==> config.mk <==
export PLATFORM = sky130hd
export DESIGN_NAME = alu_seq
export DESIGN_NICKNAME = d
export VERILOG_FILES = /design/src/rtl/alu_pkg.sv /design/src/rtl/alu_mul_seq.sv /design/src/rtl/alu_seq.sv
export SDC_FILE = /design/constraint.sdc
export NUM_CORES = 1
export LEC_CHECK = 0
export CAP_MARGIN = 20
export CORE_UTILIZATION = 40
export DETAILED_ROUTE_END_ITERATION = 12
export MAX_ROUTING_LAYER = met4
export PLACE_DENSITY = 0.6
export SYNTH_ARGS = -nofsm -noshare
export SYNTH_HDL_FRONTEND = slang
export SYNTH_HIERARCHICAL = 1
export SYNTH_SLANG_ARGS = --single-unit
export TNS_END_PERCENT = 30
==> constraint.sdc <==
create_clock -name clk -period 10.75 [get_ports clk]
set_clock_uncertainty 0.2 [all_clocks]
set_input_delay 1.075 -clock clk [delete_from_list [all_inputs] [get_ports clk]]
set_output_delay 1.075 -clock clk [all_outputs]
set_load 0.005 [all_outputs]
==> src/rtl/alu_pkg.sv <==
// Shared definitions for the sequential ALU: op codes, FSM state encoding
// and the registered flag bundle.
package alu_pkg;

    localparam logic [2:0] OP_AND = 3'b000;
    localparam logic [2:0] OP_OR  = 3'b001;
    localparam logic [2:0] OP_ADD = 3'b010;
    localparam logic [2:0] OP_SUB = 3'b011;
    localparam logic [2:0] OP_XOR = 3'b100;
    localparam logic [2:0] OP_NOR = 3'b101;
    localparam logic [2:0] OP_SLT = 3'b110;
    localparam logic [2:0] OP_MUL = 3'b111;

    localparam logic [1:0] ST_IDLE = 2'b00;
    localparam logic [1:0] ST_BUSY = 2'b01;
    localparam logic [1:0] ST_DONE = 2'b10;

    typedef struct packed {
        logic overflow;
        logic zero;
        logic negative;
        logic carry;
    } flags_t;

endpackage

==> src/rtl/alu_mul_seq.sv <==
// Iterative shift-add multiplier, one multiplier bit per clock. Bit 0 is
// folded in on the start edge so the full product is ready WIDTH cycles later.
module alu_mul_seq
    import alu_pkg::*;
#(
    parameter int WIDTH = 32
) (
    input  logic                 clk,
    input  logic                 rst_n,
    input  logic                 start,
    input  logic [WIDTH-1:0]     A,
    input  logic [WIDTH-1:0]     B,
    output logic                 done,
    output logic [2*WIDTH-1:0]   product
);

    localparam int CW = $clog2(WIDTH + 1);
    localparam logic [CW-1:0] LAST = CW'(WIDTH);

    logic [2*WIDTH-1:0] acc_q, acc_d;
    logic [2*WIDTH-1:0] mcand_q, mcand_d;
    logic [WIDTH-1:0]   mplier_q, mplier_d;
    logic [CW-1:0]      cnt_q, cnt_d;
    logic               busy_q, busy_d;

    always_comb begin
        acc_d    = acc_q;
        mcand_d  = mcand_q;
        mplier_d = mplier_q;
        cnt_d    = cnt_q;
        busy_d   = busy_q;
        if (start) begin
            acc_d    = B[0] ? {{WIDTH{1'b0}}, A} : '0;
            mcand_d  = {{(WIDTH-1){1'b0}}, A, 1'b0};
            mplier_d = {1'b0, B[WIDTH-1:1]};
            cnt_d    = CW'(1);
            busy_d   = 1'b1;
        end else if (busy_q) begin
            if (cnt_q != LAST) begin
                acc_d    = acc_q + (mplier_q[0] ? mcand_q : '0);
                mcand_d  = mcand_q << 1;
                mplier_d = mplier_q >> 1;
                cnt_d    = cnt_q + CW'(1);
            end else begin
                // Result has been presented for one cycle; go quiet.
                busy_d = 1'b0;
            end
        end
    end

    always_ff @(posedge clk) begin
        if (!rst_n) begin
            acc_q    <= '0;
            mcand_q  <= '0;
            mplier_q <= '0;
            cnt_q    <= '0;
            busy_q   <= 1'b0;
        end else begin
            acc_q    <= acc_d;
            mcand_q  <= mcand_d;
            mplier_q <= mplier_d;
            cnt_q    <= cnt_d;
            busy_q   <= busy_d;
        end
    end

    assign done    = busy_q && (cnt_q == LAST);
    assign product = acc_q;

endmodule

==> src/rtl/alu_seq.sv <==
// Handshaked ALU with registered result/flags; logic and add/sub ops finish
// on the accept edge, MUL is handed to the iterative multiplier.
module alu_seq
    import alu_pkg::*;
#(
    parameter int WIDTH = 32
) (
    input  logic             clk,
    input  logic             rst_n,
    input  logic             in_valid,
    output logic             in_ready,
    input  logic [WIDTH-1:0] A,
    input  logic [WIDTH-1:0] B,
    input  logic [2:0]       control,
    output logic             out_valid,
    input  logic             out_ready,
    output logic [WIDTH-1:0] out,
    output logic             overflow,
    output logic             zero,
    output logic             negative,
    output logic             carry
);

    logic [1:0]       state_q, state_d;
    logic [WIDTH-1:0] out_q, out_d;
    flags_t           flags_q, flags_d;

    logic               mul_start;
    logic               mul_done;
    logic [2*WIDTH-1:0] mul_product;

    alu_mul_seq #(.WIDTH(WIDTH)) u_mul (
        .clk     (clk),
        .rst_n   (rst_n),
        .start   (mul_start),
        .A       (A),
        .B       (B),
        .done    (mul_done),
        .product (mul_product)
    );

    // Shared adder: ADD uses B, SUB and SLT use ~B + 1.
    logic             is_add;
    logic [WIDTH-1:0] b_eff;
    logic [WIDTH:0]   sum_ext;
    logic             carry_into_msb;
    logic             ovf_as;

    assign is_add         = (control == OP_ADD);
    assign b_eff          = is_add ? B : ~B;
    assign sum_ext        = {1'b0, A} + {1'b0, b_eff} + {{WIDTH{1'b0}}, ~is_add};
    assign carry_into_msb = sum_ext[WIDTH-1] ^ A[WIDTH-1] ^ b_eff[WIDTH-1];
    assign ovf_as         = carry_into_msb ^ sum_ext[WIDTH];

    logic [WIDTH-1:0] alu_res;
    logic             alu_ovf;
    logic             alu_carry;

    always_comb begin
        alu_res   = '0;
        alu_ovf   = 1'b0;
        alu_carry = 1'b0;
        case (control)
            OP_AND: alu_res = A & B;
            OP_OR:  alu_res = A | B;
            OP_XOR: alu_res = A ^ B;
            OP_NOR: alu_res = ~(A | B);
            OP_ADD, OP_SUB: begin
                alu_res   = sum_ext[WIDTH-1:0];
                alu_ovf   = ovf_as;
                alu_carry = sum_ext[WIDTH];
            end
            // Sign of the true difference, corrected for signed overflow.
            OP_SLT: alu_res = {{(WIDTH-1){1'b0}}, sum_ext[WIDTH-1] ^ ovf_as};
            default: alu_res = '0;
        endcase
    end

    logic [WIDTH-1:0] mul_lo;
    logic             mul_hi_nz;

    assign mul_lo    = mul_product[WIDTH-1:0];
    assign mul_hi_nz = |mul_product[2*WIDTH-1:WIDTH];

    always_comb begin
        state_d   = state_q;
        out_d     = out_q;
        flags_d   = flags_q;
        mul_start = 1'b0;
        case (state_q)
            ST_IDLE: begin
                if (in_valid) begin
                    if (control == OP_MUL) begin
                        state_d   = ST_BUSY;
                        mul_start = 1'b1;
                    end else begin
                        state_d          = ST_DONE;
                        out_d            = alu_res;
                        flags_d.overflow = alu_ovf;
                        flags_d.zero     = (alu_res == '0);
                        flags_d.negative = alu_res[WIDTH-1];
                        flags_d.carry    = alu_carry;
                    end
                end
            end
            ST_BUSY: begin
                if (mul_done) begin
                    state_d          = ST_DONE;
                    out_d            = mul_lo;
                    flags_d.overflow = mul_hi_nz;
                    flags_d.zero     = (mul_lo == '0);
                    flags_d.negative = mul_lo[WIDTH-1];
                    flags_d.carry    = 1'b0;
                end
            end
            ST_DONE: begin
                if (out_ready) begin
                    state_d = ST_IDLE;
                end
            end
            default: state_d = ST_IDLE;
        endcase
    end

    always_ff @(posedge clk) begin
        if (!rst_n) begin
            state_q <= ST_IDLE;
            out_q   <= '0;
            flags_q <= '0;
        end else begin
            state_q <= state_d;
            out_q   <= out_d;
            flags_q <= flags_d;
        end
    end

    assign in_ready  = (state_q == ST_IDLE);
    assign out_valid = (state_q == ST_DONE);
    assign out       = out_q;
    assign overflow  = flags_q.overflow;
    assign zero      = flags_q.zero;
    assign negative  = flags_q.negative;
    assign carry     = flags_q.carry;

endmodule

==> results.py <==
metrics = {
    "floorplanning": {
        "die_y_um": 209,
        "ios": 109,
        "die_area_um2": 43900,
        "rows": 75,
        "coreArea_um2": 42200,
        "die_w_um": 209,
        "start_util": 0.408,
    },
    "critical_path": {
        "cpPeakStageDelay_ps": 620,
        "r2r-end": "u_mul/product[63]",
        "cp-start-kind": "primary input",
        "path_common_cell": "buf_4",
        "r2r_cells": 16,
        "crit_arrival_ps": 6170,
        "rr_startpoint": "u_mul/mplier_q[0]",
        "crit_required_ps": 11060,
        "worst-setup-path-type": "primary input to flop",
        "crit_slowest_cell": "or3b_2",
        "reg2reg_slack_ps": 6050,
        "worstPathCellList": "clkdlybuf4s50_1 -> buf_4 -> or3b_2 -> buf_4 -> xnor2_1 -> ha_1 -> a21oi_1 -> a21boi_0 -> o221ai_2 -> a211oi_1 -> mux2i_1 -> nand2_1 -> a2111oi_0 -> nand4_1 -> nor4_1 -> a32o_1",
        "crit_path_max_fanout": 45,
        "setup.worst_path.end_class": "flop",
    },
    "clock_tree": {
        "cts_num_sinks": 202,
        "cts_max_path_buffers": 3,
        "postCtsSetupRepairBufs": 0,
        "numCtsBuffers": 27,
        "clkSlewWorstSetupHoldPaths_ps": 60,
        "cts_tree": "built",
        "postCtsHoldBufs": 0,
        "clock-root-buffer": "clkbuf_16",
        "htreeDepth": 1,
        "worstSkewPairLatency_ps": 560,
        "cts_resized": 0,
    },
    "timing": {
        "tightest_slew_ps": 1110,
        "min_period_over_period": 0.546,
        "hold_violations": 0,
        "max_freq_mhz": 170,
        "setup_ws_ps": 4880,
        "fin_hold_ws_ps": 267,
        "rsz0062_at_grt": "false",
        "final_max_slew_viol_count": 0,
        "relSlewSlack": 0.258,
        "setup_viol": 0,
        "tns_ps": 0,
        "min_period_ps": 5870,
    },
    "worst_hold_path": {
        "min-delay-start": "u_mul/mcand_q[38]",
        "hp-class": "flop to flop",
        "holdPathEnd": "u_mul/mcand_q[39]",
        "hold_depth": 2,
    },
    "final_layout": {
        "drive_gt1_frac": 0.0431,
        "utilization": 0.461,
        "stdcell_area_um2": 19500,
        "area_growth_pct": 13.1,
        "stdcell_count": 2908,
        "layout.nets": 2579,
    },
    "detailed_routing": {
        "drc": 0,
        "wl_um": 57300,
        "via_per_inst": 5.74,
        "firstDrtPassIters": 5,
        "dr.first_iter.drc_count": 1286,
        "vias": 16700,
        "wl_per_cell_um": 19.7,
        "ant_nets": 0,
    },
    "run_status": {
        "status": "finished, final reports clean",
    },
    "global_routing": {
        "grt_pass1_vias": 15500,
        "grt_max_degree": 88,
        "grt.overflow.total": 0,
        "antenna_found_initial": 1,
        "grt_pass1_wl_um": 89700,
        "track_usage": 0.265,
    },
    "placement": {
        "dp.cells": 2857,
        "io_buffers": 108,
        "gp_congestion": 0.936,
        "dp_hpwl_um": 42500,
        "placed_cell_area_um2": 18500,
        "pre_cts_slack_ps": 4390,
    },
    "run": {
        "maxCapViolCount": 0,
    },
    "power_and_ir_drop": {
        "power_density_nw_per_um2": 114,
        "power_mw": 2.22,
        "total_leakage_power_nw": 7.94,
        "vdd_ir_drop_max_mv": 0.110,
    },
    "yosys": {
        "ys_async_sr_fraction": 0,
        "ys_ff_latch": 202,
        "synthesis.area_um2": 17200,
        "synth_edf_count": 0,
        "synth_top_area_cell": "dfxtp_1",
        "syn_nets": 2578,
        "yosysSeqAreaShare": 0.235,
        "yosys_warnings": 6,
        "ys_types": 83,
        "syn_inst": 2346,
        "synth_area_leaders": "dfxtp_1 23%, ha_1 12%, a21oi_1 9.2%",
        "yosysTopAreaCellShare": 0.235,
        "syn_area_per_cell_um2": 7.34,
        "synth_ff_type": "dfxtp_1",
    },
}
[where the power goes]
group          internal [mW]  total (mW)  switching [mW]
Sequential             0.767       0.782          0.0151
Clock                  0.575       0.950           0.375
Combinational          0.190       0.488           0.297
Total                   1.53        2.22           0.687
[how the worst max path moves through the flow]
stage | endpoint | cells past startpoint | start | slack, ps
floorplan | out[0] | 17 | control[2] | 5660
finish | zero | 16 | control[0] | 4880
global placement | out[0] | 16 | control[1] | 4480
detailed placement | out[0] | 16 | control[1] | 4390
CTS | out[0] | 16 | control[1] | 4970
global route | zero | 16 | control[0] | 4480
[per-layer routing]
| metal | vias up | track usage | wire length, µm |
|---|---|---|---|
| li1 | 8200 | - | - |
| met1 | 7921 | 0.373 | 27800 |
| met2 | 488 | 0.393 | 24500 |
| met3 | 80 | 0.0413 | 3500 |
| met4 | 0 | 0.0682 | 1540 |
| met5 | - | - | 0 |
[synth_stat cells (12+ instances only)]
master      n
nand2_1   387
a21oi_1   315
dfxtp_1   202
ha_1      159
clkbuf_1  123
o21ai_0   114
inv_1     103
xnor2_1   103
and2_1     94
nor2b_1    87
nor2_1     82
xor2_1     46
a21o_1     45
nand3_1    43
mux2i_1    41
a21boi_0   31
nand4_1    29
a22o_1     26
nor4_1     21
o21bai_1   19
o21a_1     18
buf_2      17
a211oi_1   16
nor3_1     15
and3_1     14
a31oi_1    13
nand2b_1   13
o211ai_1   13
buf_1      12
[worst max-delay path: cells and delay by family]
kind,cells,cell delay [ps]
xor gates and xnor gates,1,200
and+or+nand+nor,4,1120
buffers and inverters,3,1030
adders and majority gates,1,400
muxes,1,340
AOI/OAI and AO/OA,6,1970
[sequential cells by signal, indices dropped and copies added, names as in the netlist]
register        cells
u_mul/mcand_q      63
u_mul/cnt_q         6
out                32
overflow            1
state_q             2
u_mul/product      64
zero                1
u_mul/mplier_q     31
u_mul/busy_q        1
carry               1
[cell usage in the layout (no fill, tap or decap), types with 7 or more instances in the layout]
| cell | Yosys | routed |
|---|---|---|
| xnor2_1 | 103 | 103 |
| nor3_1 | 15 | 15 |
| ha_1 | 159 | 159 |
| and3_1 | 14 | 14 |
| a21o_1 | 45 | 45 |
| nor2_1 | 82 | 80 |
| xor2_1 | 46 | 46 |
| o221ai_1 | 8 | 8 |
| and2_1 | 94 | 94 |
| a21oi_1 | 315 | 313 |
| o211ai_1 | 13 | 13 |
| o21a_1 | 18 | 18 |
| nor4_1 | 21 | 21 |
| nand2_1 | 387 | 386 |
| a211oi_1 | 16 | 16 |
| and4_1 | 8 | 8 |
| nand4_1 | 29 | 29 |
| buf_4 | 2 | 22 |
| o21ai_0 | 114 | 114 |
| nand2b_1 | 13 | 13 |
| o22ai_1 | 9 | 9 |
| nor2b_1 | 87 | 87 |
| inv_1 | 103 | 103 |
| mux2i_1 | 41 | 41 |
| o21bai_1 | 19 | 19 |
| or3_1 | 8 | 8 |
| dfxtp_1 | 202 | 202 |
| clkbuf_16 | 0 | 27 |
| clkdlybuf4s50_1 | 0 | 106 |
| a21boi_0 | 31 | 31 |
| a31oi_1 | 13 | 13 |
| nand3_1 | 43 | 43 |
| o31ai_1 | 7 | 7 |
| a22o_1 | 26 | 26 |
| a22oi_1 | 10 | 10 |
[cells by family (layout without fill, tap and decap cells)]
logic type,count (synthesis),after routing,share of synthesized area
AO/OA/AOI/OAI,713,713,0.259
XOR/XNOR,149,149,0.0758
adder cells (fa/ha/maj),161,161,0.118
buffers and inverters,260,282,0.0589
flip-flops,202,202,0.235
multiplexers,41,41,0.0238
other,0,1,0
AND/OR/NAND/NOR,820,820,0.229
[area by class of cell]
type	instances	area, µm²
flip-flops and latches	202	4040
multi-input cells	1884	12200
repair buffers	128	1230
well taps	539	674
diodes	1	2.50
fillers	4359	22800
clock inverters	15	173
clock buffers	35	766
inverters	104	390
No activity file was read; power rests on OpenSTA's default activity.
